<file path="src/rtl/regfile_write_arbiter.sv">
// Arbitrates the register-file write port between pipeline writeback and the MDU,
// with a starvation-forced one-cycle stall and a pending-result scoreboard for RAW detection.
module regfile_write_arbiter #(
  parameter int unsigned STARVE_LIMIT = 4
) (
  input  logic        clk,
  input  logic        rst,
  input  logic        wb_we,
  input  logic [4:0]  wb_reg,
  input  logic [31:0] wb_data,
  input  logic        mdu_issue,
  input  logic [4:0]  mdu_issue_reg,
  input  logic        mdu_valid,
  input  logic [4:0]  mdu_reg,
  input  logic [31:0] mdu_data,
  output logic        mdu_ready,
  output logic        regWrite,
  output logic [4:0]  writeRegister,
  output logic [31:0] writeData,
  output logic        pipe_stall,
  input  logic [4:0]  chk_rs,
  input  logic [4:0]  chk_rt,
  output logic        hazard,
  output logic [31:0] pending
);

  localparam logic [3:0] LIMIT    = 4'(STARVE_LIMIT);
  localparam logic [3:0] LIMIT_M1 = 4'(STARVE_LIMIT - 1);

  logic [3:0]  starve_cnt_q, starve_cnt_d;
  logic        pipe_stall_q, pipe_stall_d;
  logic [31:0] pending_q, pending_d;
  logic        sel_wb, sel_mdu;

  always_comb begin
    sel_wb        = 1'b0;
    sel_mdu       = 1'b0;
    mdu_ready     = 1'b0;
    regWrite      = 1'b0;
    writeRegister = '0;
    writeData     = '0;
    if (rst) begin
      sel_wb    = ~pipe_stall_q & wb_we;
      sel_mdu   = pipe_stall_q | (~wb_we & mdu_valid);
      mdu_ready = sel_mdu & mdu_valid;
      if (sel_wb) begin
        writeRegister = wb_reg;
        writeData     = wb_data;
        regWrite      = (wb_reg != 5'd0);
      end else if (mdu_ready) begin
        // A stall cycle with mdu_valid low grants nothing writable.
        writeRegister = mdu_reg;
        writeData     = mdu_data;
        regWrite      = (mdu_reg != 5'd0);
      end
    end
  end

  always_comb begin
    starve_cnt_d = starve_cnt_q;
    if (!mdu_valid || mdu_ready) begin
      starve_cnt_d = 4'd0;
    end else if (starve_cnt_q != LIMIT) begin
      starve_cnt_d = starve_cnt_q + 4'd1;
    end
    pipe_stall_d = mdu_valid & ~mdu_ready & (starve_cnt_q == LIMIT_M1) & ~pipe_stall_q;
  end

  always_comb begin
    pending_d = pending_q;
    if (mdu_ready) begin
      pending_d[mdu_reg] = 1'b0;
    end
    // Issue applied after clear so a same-edge set wins.
    if (mdu_issue) begin
      pending_d[mdu_issue_reg] = 1'b1;
    end
    pending_d[0] = 1'b0;
  end

  always_ff @(posedge clk or negedge rst) begin
    if (!rst) begin
      starve_cnt_q <= 4'd0;
      pipe_stall_q <= 1'b0;
      pending_q    <= '0;
    end else begin
      starve_cnt_q <= starve_cnt_d;
      pipe_stall_q <= pipe_stall_d;
      pending_q    <= pending_d;
    end
  end

  assign pipe_stall = pipe_stall_q;
  assign pending    = pending_q;
  assign hazard     = pending_q[chk_rs] | pending_q[chk_rt];

endmodule

</file>
<file path="config.mk">
export PLATFORM = sky130hd
export DESIGN_NAME = regfile_write_arbiter
export DESIGN_NICKNAME = d
export VERILOG_FILES = /design/src/rtl/regfile_write_arbiter.sv
export SDC_FILE = /design/constraint.sdc
export NUM_CORES = 1
export LEC_CHECK = 0
export ABC_CLOCK_PERIOD_IN_PS = 3600
export CAP_MARGIN = 20
export CORE_AREA = 2 2 84 86
export CTS_CLUSTER_DIAMETER = 200
export DETAILED_ROUTE_END_ITERATION = 12
export DIE_AREA = 0 0 86 88
export PLACE_DENSITY = 0.8
export REMOVE_ABC_BUFFERS = 1
export SLEW_MARGIN = 10
export SYNTH_ARGS = -nofsm -noshare
export SYNTH_HDL_FRONTEND = slang
export SYNTH_SLANG_ARGS = --single-unit
</file>
<file path="constraint.sdc">
create_clock -name clk -period 3.6 [get_ports clk]
set_input_delay 0.36 -clock clk [delete_from_list [all_inputs] [get_ports clk]]
set_output_delay 0.36 -clock clk [all_outputs]
set_load 0.02 [all_outputs]
</file>
# Word level (Yosys, flattened, before mapping)
# Index checks and enable logic that the tools add are counted.
dict set report classes {
  addsub 1
  magnitude_cmp 6
  eq_ne 2
  n_mux 22
  n_bitwise 14
  reduce_logical 7
}
# cell count
set ops {}
lappend ops {{$mux W32} 5}
lappend ops {{$and A32 B32 Y32} 1}
lappend ops {{$not A32 Y32} 1}
lappend ops {{$or A32 B32 Y32} 1}
lappend ops {{$lt A5 B6 Y1 const B} 4}
lappend ops {{$mux W5} 3}
lappend ops {{$bmux W1 S5} 2}
lappend ops {{$demux W1 S5} 2}
lappend ops {{$ge A5 B1 Y1 const B} 2}
lappend ops {{$reduce_bool A5 Y1} 2}
lappend ops {{$mux W1} 8}
lappend ops {{$mux W4} 2}
lappend ops {{$and A1 B1 Y1} 6}
lappend ops {{$add A4 B1 Y4 const B} 1}
lappend ops {{$eq A4 B2 Y1 const B} 1}
lappend ops {{$ne A4 B3 Y1 const B} 1}
lappend ops {{$not A1 Y1} 3}
lappend ops {{$logic_and A1 B1 Y1} 2}
lappend ops {{$or A1 B1 Y1} 2}
lappend ops {{$reduce_bool A2 Y1} 1}
lappend ops {{$logic_not A1 Y1} 1}
lappend ops {{$logic_or A1 B1 Y1} 1}
dict set report totals {
  ff_bits 36
  inputBits 94
  wordCells 55
}

# Depth between registers and ports, before layout
# Gate-level depths: netlist of run 1.
dict set report depth {
  word_depth 9
  depth_mapped 7
}

# Worst setup path after synthesis of run 1
# No wires, ideal clock.
dict set report synth_timing {
  kind {input to output}
  start {input chk_rt[1]}
  end {output hazard}
  t_arrival_ns 1.680
  required_ns 3.240
  path_slack_ns 1.560
  cell_stages 6
  n_path_buf 1
  cell_sequence {clkbuf_1 > mux4_2 > mux2i_1 > nor3b_1 > a31oi_1 > o211ai_1}
}
dict set report synth_between {
  elab_chain_len 3
}
# element line_no
set synth_rtl {}
lappend synth_rtl {{start, declared} 22} ;# input logic [4:0] chk_rt,
lappend synth_rtl {{$bmux W1 S5} 95} ;# assign hazard = pending_q[chk_rs] | pending_q[chk_rt];
lappend synth_rtl {{$mux W1 (not written as such)} 95}
lappend synth_rtl {{$or A1 B1 Y1} 95}
lappend synth_rtl {{end, declared} 23} ;# output logic hazard,
# No other way between the ends. The select of a mux whose other input is x is not followed.

# Final worst setup path of run 1
dict set report layout_timing {
  start {input chk_rt[0]}
  end {output hazard}
}
# The elaborated chain is that of the path after synthesis.

==> out/results.txt, run 1 <==
Via/cell ratio = 5.972
Clock buffer depth = 2
Layout cells sized above 1 = 6.250%
Commonest non-fill, non-tap cells in the layout = clkdlybuf4s50_1 (165), o21ai_0 (59), a22o_1 (36), dfrtp_1 (36), nand3b_1 (11)
Final setup violating endpoints = 0
Area occupied by multi-input gates = 1513 um2
CTS Hold Bufs = 0
Dpl cell area = 4214 um2
Startpoint types = primary input
1st-pass router iterations = 5
Drt wl/cell = 20.15 um
Largest area contributor in the netlist = dfrtp_1
GRT Residual Overflow = 0
Max Clk Rate = 319.9 MHz
Area contributors post-synth = dfrtp_1 (36%), a22o_1 (13%), o21ai_0 (12%)
Post-route ant nets = 0
Die outline width = 86 um
Seq cells post-synth = 36
Antenna Cells = 0
Pwr dens = 393.3 nW/um2
RSZ-0062 raised after global routing = false
Top Ports = 167
Worst Skew = 0.004665 ns
Fin cells = 496
Nets = 511
Root buffer cell = clkbuf_8
Max-cap violations = 0
Status = complete, no violations
Netlist cell types = 36
Mean post-synth cell area = 9.772 um2
CP Capture Type = primary output
Final Cycle Share = 86.84%
Critical-path maximum fanout = 9
Register area = 900.9 um2
Worst setup path class = primary input to primary output
Cells on worst reg2reg path = 6
Starting DRT DRC Count = 147
Max-slew violations = 0
Hold crit path type = register to register
Syn. warnings = 0
Cells after synthesis = 258
GRT Overall Usage = 26.01%
Layout area overhead = 70.72%
Worst path required time = 3.24 ns
Crit path top cell by count = clkdlybuf4s50_1
Leakage = 1.647 nW
Vias in the first global route = 2817
Critical Path Max Stage Delay = 0.72 ns
DRT Wirelength = 9.995 mm
Netlist Area Pre-Place = 2521 um2
Number of remaining DRC errors = 0
Most common cell after layout, fill and taps aside = clkdlybuf4s50_1
CTS buffer count = 5
Die Area = 7568 um2
Critical-path top delay cell = clkdlybuf4s50_1
Top-area cell type share of the netlist area = 35.73%
Core box area = 6644 um2
Routability Congestion = 0.9062
Vias = 2962
Initial Util = 37.95%
Worst-skew pair later-pin latency = 0.29 ns
TritonCTS clock tree = yes
Initial antenna violation count = 0
IO buf count = 165
Synth Flop Type = dfrtp_1
Sink Count = 36
Final core utilization = 64.78%
Rows = 30
Crit-path cells = clkdlybuf4s50_1 -> mux4_1 -> mux2_2 -> a31oi_1 -> o211ai_1 -> clkdlybuf4s50_1
Register area share after synthesis = 35.73%
Setup TNS = 0 ns
Post-DP HPWL = 8.038 mm
Crit path arrival time = 2.77 ns
Number of flops mapped to enable cells by yosys = 0
Fillers = 568
Min cycle time layout = 3.126 ns
Die extent in y = 88 um
H-tree depth = 2
Placed insts = 488
Largest net degree at the start of global routing = 43
FFs w/ async S/R, synth = 100.0%
Max VDD drop = 0.1868 mV
Fin. Hold Viols = 0
Postcts setup bufs = 0
Finished Cell Area = 4304 um2
Post_cts resized = 0
Hold path depth = 1
First-pass GRT wire length = 14.88 mm
Clock transition at path regs = 0.07 ns
-- per-layer routing --
layer  vias up  track usage [%]  share of wire (%)
met5         -                0                  0
li1       1331                -                  -
met2       191            48.06                 53
met4         0            6.926                1.5
met3        21            7.823                9.7
met1      1419            29.13                 36
-- power by group --
part	internal, mW	switching, mW
Clock	0.156	0.141
Combinational	0.431	0.359
Sequential	0.493	0.113
-- sequential cells by signal, summed over array words and instances, names as in the netlist --
register / count
pending: 31
starve_cnt_q: 4
pipe_stall: 1
-- Yosys cell counts (3+ instances only) --
| cell type | number |
|---|---|
| buf_2 | 4 |
| clkbuf_1 | 10 |
| a22o_1 | 36 |
| a21oi_1 | 7 |
| o21ai_0 | 59 |
| nand3_1 | 10 |
| mux4_1 | 4 |
| dfrtp_1 | 36 |
| nand2b_1 | 5 |
| mux2i_1 | 6 |
| nand3b_1 | 11 |
| o211ai_1 | 5 |
| inv_1 | 7 |
| mux2_2 | 3 |
| mux4_2 | 9 |
| nor2_1 | 9 |
| or3b_2 | 4 |
| nand2_1 | 6 |
| o31ai_1 | 5 |
| nor3_1 | 3 |
-- cell type report --
type	instances	share of cell area, %
inverters	7	0.6105
flip-flops and latches	36	20.93
multi-input cells	197	35.15
clock buffers	8	2.093
repair buffers	168	38.90
well taps	80	2.326
-- cells by family after synthesis --
kind of cell | Yosys count | share of synthesized area [%]
flip-flops | 36 | 35.73
adder cells (fa/ha/maj) | 2 | 0.9924
buffers and inverters | 25 | 4.368
AND/OR/NAND/NOR | 56 | 12.95
XOR/XNOR | 1 | 0.3475
multiplexers | 22 | 15.93
AO/OA/AOI/OAI | 115 | 29.53
other | 1 | 0.1487
-- critical path, delay by kind of cell --
kind,cells,cell delay (ns)
compound gates,2,0.27
buf+inv,2,1.27
mux,2,0.87
-- stage by stage --
| stage | total power [mW] | setup slack, ns | hold slack, ns |
|---|---|---|---|
| after floorplan | 0.9408 | 1.029 | 0.06441 |
| after detailed placement | 1.401 | 0.4787 | 0.4588 |
| final | 1.693 | 0.4738 | 0.4849 |
| after global placement | 1.385 | 0.5119 | 0.4744 |
| after CTS | 1.692 | 0.4738 | 0.4806 |
| after global routing | 1.774 | 0.3803 | 0.5233 |
-- worst paths after layout --
| path | slack (ns) | to | start |
|---|---|---|---|
| setup / recovery | 0.47 | hazard | chk_rt[0] |
| hold / removal | 0.48 | pipe_stall | pipe_stall |
| setup reg to reg | 1.54 | pending[9] | pipe_stall |
| hold reg to reg | 0.48 | pipe_stall | pipe_stall |
| max in group asynchronous | 2.69 | pending[31] | rst |
| min in group asynchronous | 0.59 | starve_cnt_q[1] | rst |
No activity file was read; power rests on OpenSTA's default activity.
==> inputs of run 2 (changes only) <==
- CORE_AREA: 2 2 84 86 -> 3 3 84 86
- CTS_BUF_LIST: not set -> sky130_fd_sc_hd__clkbuf_4
- DIE_AREA: 0 0 86 88 -> 0 0 87 89
- PLACE_DENSITY: 0.8 -> 0.82
==> run 2 against run 1 <==
  * Core utilization is 2.5 points higher
  * Register-to-register slack worse by 0.03 ns
  * Combinational power hardly changed
  * Clock skew is 0.0040 ns higher
  * Final cell count is 0.40% lower
  * Die area is 2.3% higher
  * Design area is 0.70% lower
  * Largest cell class unchanged
==> out/results.txt, run 2 (synthesized netlist as in run 1, its figures left out) <==
Net Sw Frac = 38.12% (+1.9 points)
Met3 routed WL = 968 um (-0.31%)
Layout cells sized above 1 = 6.954% (+0.70 points)
Root buffer cell = clkbuf_4
Clock transition at path regs = 0.11 ns (+0.04 ns)
Crit path top cell by count = clkdlybuf4s50_1
Starting DRT DRC Count = 257 (+75%)
Final Cycle Share = 87.74% (+0.90 points)
Commonest non-fill, non-tap cells in the layout = clkdlybuf4s50_1 (165), o21ai_0 (59), a22o_1 (36), dfrtp_1 (36), nand3b_1 (11)
Fin. Hold Viols = 0 (unchanged)
Max Clk Rate = 316.6 MHz (-1.0%)
CTS buffer count = 5 (unchanged)
Max VDD drop = 0.2834 mV (+52%)
Worst path required time = 3.24 ns (about the same)
Crit path arrival time = 2.80 ns (+0.03 ns)
Worst Skew = 0.008696 ns (+0.004031 ns)
IO buf count = 165 (unchanged)
Switching power = 0.6151 mW (+0.28%)
Post-DP HPWL = 8.120 mm (+1.0%)
Min cycle time layout = 3.159 ns (+0.03250 ns)
Post-route ant nets = 0 (unchanged)
CP Capture Type = primary output
Critical-path top delay cell = clkdlybuf4s50_1
Max-cap violations = 0 (unchanged)
Final setup violating endpoints = 0 (unchanged)
RSZ-0062 raised after global routing = false
Top Ports = 167 (unchanged)
Status = complete, no violations
Antenna Cells = 0 (unchanged)
Vias = 2953 (-0.30%)
Worst setup path class = primary input to primary output
GRT Residual Overflow = 0 (unchanged)
Layout area overhead = 69.53%
Cells on worst reg2reg path = 6 (unchanged)
Startpoint types = primary input
TritonCTS clock tree = yes
DRT Wirelength = 10.04 mm (+0.49%)
Clock buffer depth = 2 (unchanged)
Post_cts resized = 0 (unchanged)
Max FFs per register = 31 (unchanged)
First-pass GRT wire length = 15.33 mm (+3.0%)
Setup TNS = 0 ns (unchanged)
Die Area = 7743 um2 (+2.3%)
Vias in the first global route = 2967 (+5.3%)
Min Hold Slack = 0.4877 ns (+0.002878 ns)
Initial Util = 39.70% (+1.8 points)
Number of remaining DRC errors = 0 (unchanged)
Fin cells = 494 (-0.40%)
Rows = 29 (-3.3%)
Pwr dens = 377.5 nW/um2 (-4.0%)
Most common cell after layout, fill and taps aside = clkdlybuf4s50_1
CTS Hold Bufs = 0 (unchanged)
Fillers = 506 (-11%)
H-tree depth = 2 (unchanged)
P_int = 0.9983 mW (-7.5%)
Met2 wire length = 5.181 mm (-2.0%)
Nets = 512 (+0.20%)
Max-slew violations = 0 (unchanged)
Sink Count = 36 (unchanged)
Uppermost routed layer = met4
Area occupied by multi-input gates = 1513 um2 (unchanged)
Initial antenna violation count = 0 (unchanged)
Hold crit path type = register to register
Postcts setup bufs = 0 (unchanged)
Hold path depth = 1 (unchanged)
Register area = 900.9 um2 (unchanged)
Routability Congestion = 0.9009 (-0.58%)
GRT Overall Usage = 25.56% (-0.45 points)
Worst-skew pair later-pin latency = 0.35 ns (+0.06 ns)
Critical-path maximum fanout = 9 (unchanged)
Leakage = 1.642 nW (-0.33%)
Drt wl/cell = 20.33 um (+0.90%)
Logic pwr share = 49.2% (+2.5 points)
Placed insts = 486 (-0.41%)
Crit-path cells = clkdlybuf4s50_1 -> mux4_1 -> mux2_2 -> a31oi_1 -> o211ai_1 -> clkdlybuf4s50_1
Core box area = 6350 um2 (-4.4%)
Wl on met1 = 3.687 mm (+2.9%)
Critical Path Max Stage Delay = 0.71 ns (about the same)
Die outline width = 87 um (+1.2%)
Via/cell ratio = 5.978 (about the same)
Clock Power Share = 13.4% (-4.1 points)
Sequential Power Share = 37.4% (+1.6 points)
1st-pass router iterations = 5 (unchanged)
Largest net degree at the start of global routing = 43 (unchanged)
Die extent in y = 89 um (+1.1%)
run 2: cell type report:
class                   count  area share, %
clock buffers               5         0.8782
clock inverters             3         0.4391
inverters                   7         0.6148
multi-input cells         197          35.39
flip-flops and latches     36          21.08
well taps                  77          2.254
repair buffers            169          39.34
run 2: worst paths after layout:
check	startpoint	end	slack, ns
hold / removal	pipe_stall	pipe_stall	0.49
min in group asynchronous	rst	starve_cnt_q[0]	0.50
setup / recovery	chk_rt[0]	hazard	0.44
setup reg to reg	pipe_stall	pending[11]	1.51
max in group asynchronous	rst	pending[22]	2.77
hold reg to reg	pipe_stall	pipe_stall	0.49
run 2: critical path, delay by kind of cell:
family,cells,cell delay (ns)
buffers and inverters,2,1.26
multiplexers,2,0.88
AO/OA/AOI/OAI,2,0.29
run 2: layer usage:
metal,GRT usage (%),up-vias
li1,-,1329
met1,31.17,1404
met2,42.86,195
met3,7.373,25
met4,9.915,0
met5,0,-
run 2: per-stage QoR:
step / setup slack, ns / utilization [%] / power [mW] / area [um2]
2_1_floorplan: 1.029 / - / 0.9408 / 2437
3_3_place_gp: 0.4997 / 66.42 / 1.382 / 4218
3_5_place_dp: 0.4634 / 66.42 / 1.404 / 4218
4_1_cts: 0.4620 / 67.31 / 1.621 / 4274
5_1_grt: 0.3861 / 67.31 / 1.699 / 4274
6_report: 0.4413 / 67.31 / 1.613 / 4274
run 2: power groups by stage:
stage	sequential, mW	clock [mW]	combinational, mW
2_1_floorplan	0.671	0	0.270
3_3_place_gp	0.605	0	0.778
3_5_place_dp	0.609	0	0.796
4_1_cts	0.600	0.223	0.798
5_1_grt	0.618	0.234	0.847
6_report	0.603	0.217	0.793
==> inputs of run 3 (changes only) <==
- GPL_ROUTABILITY_DRIVEN: not set -> 0
- HOLD_SLACK_MARGIN: not set -> 0.06
==> results of run 3 <==
Final layout, timing and power as in run 2 (identical DEF).
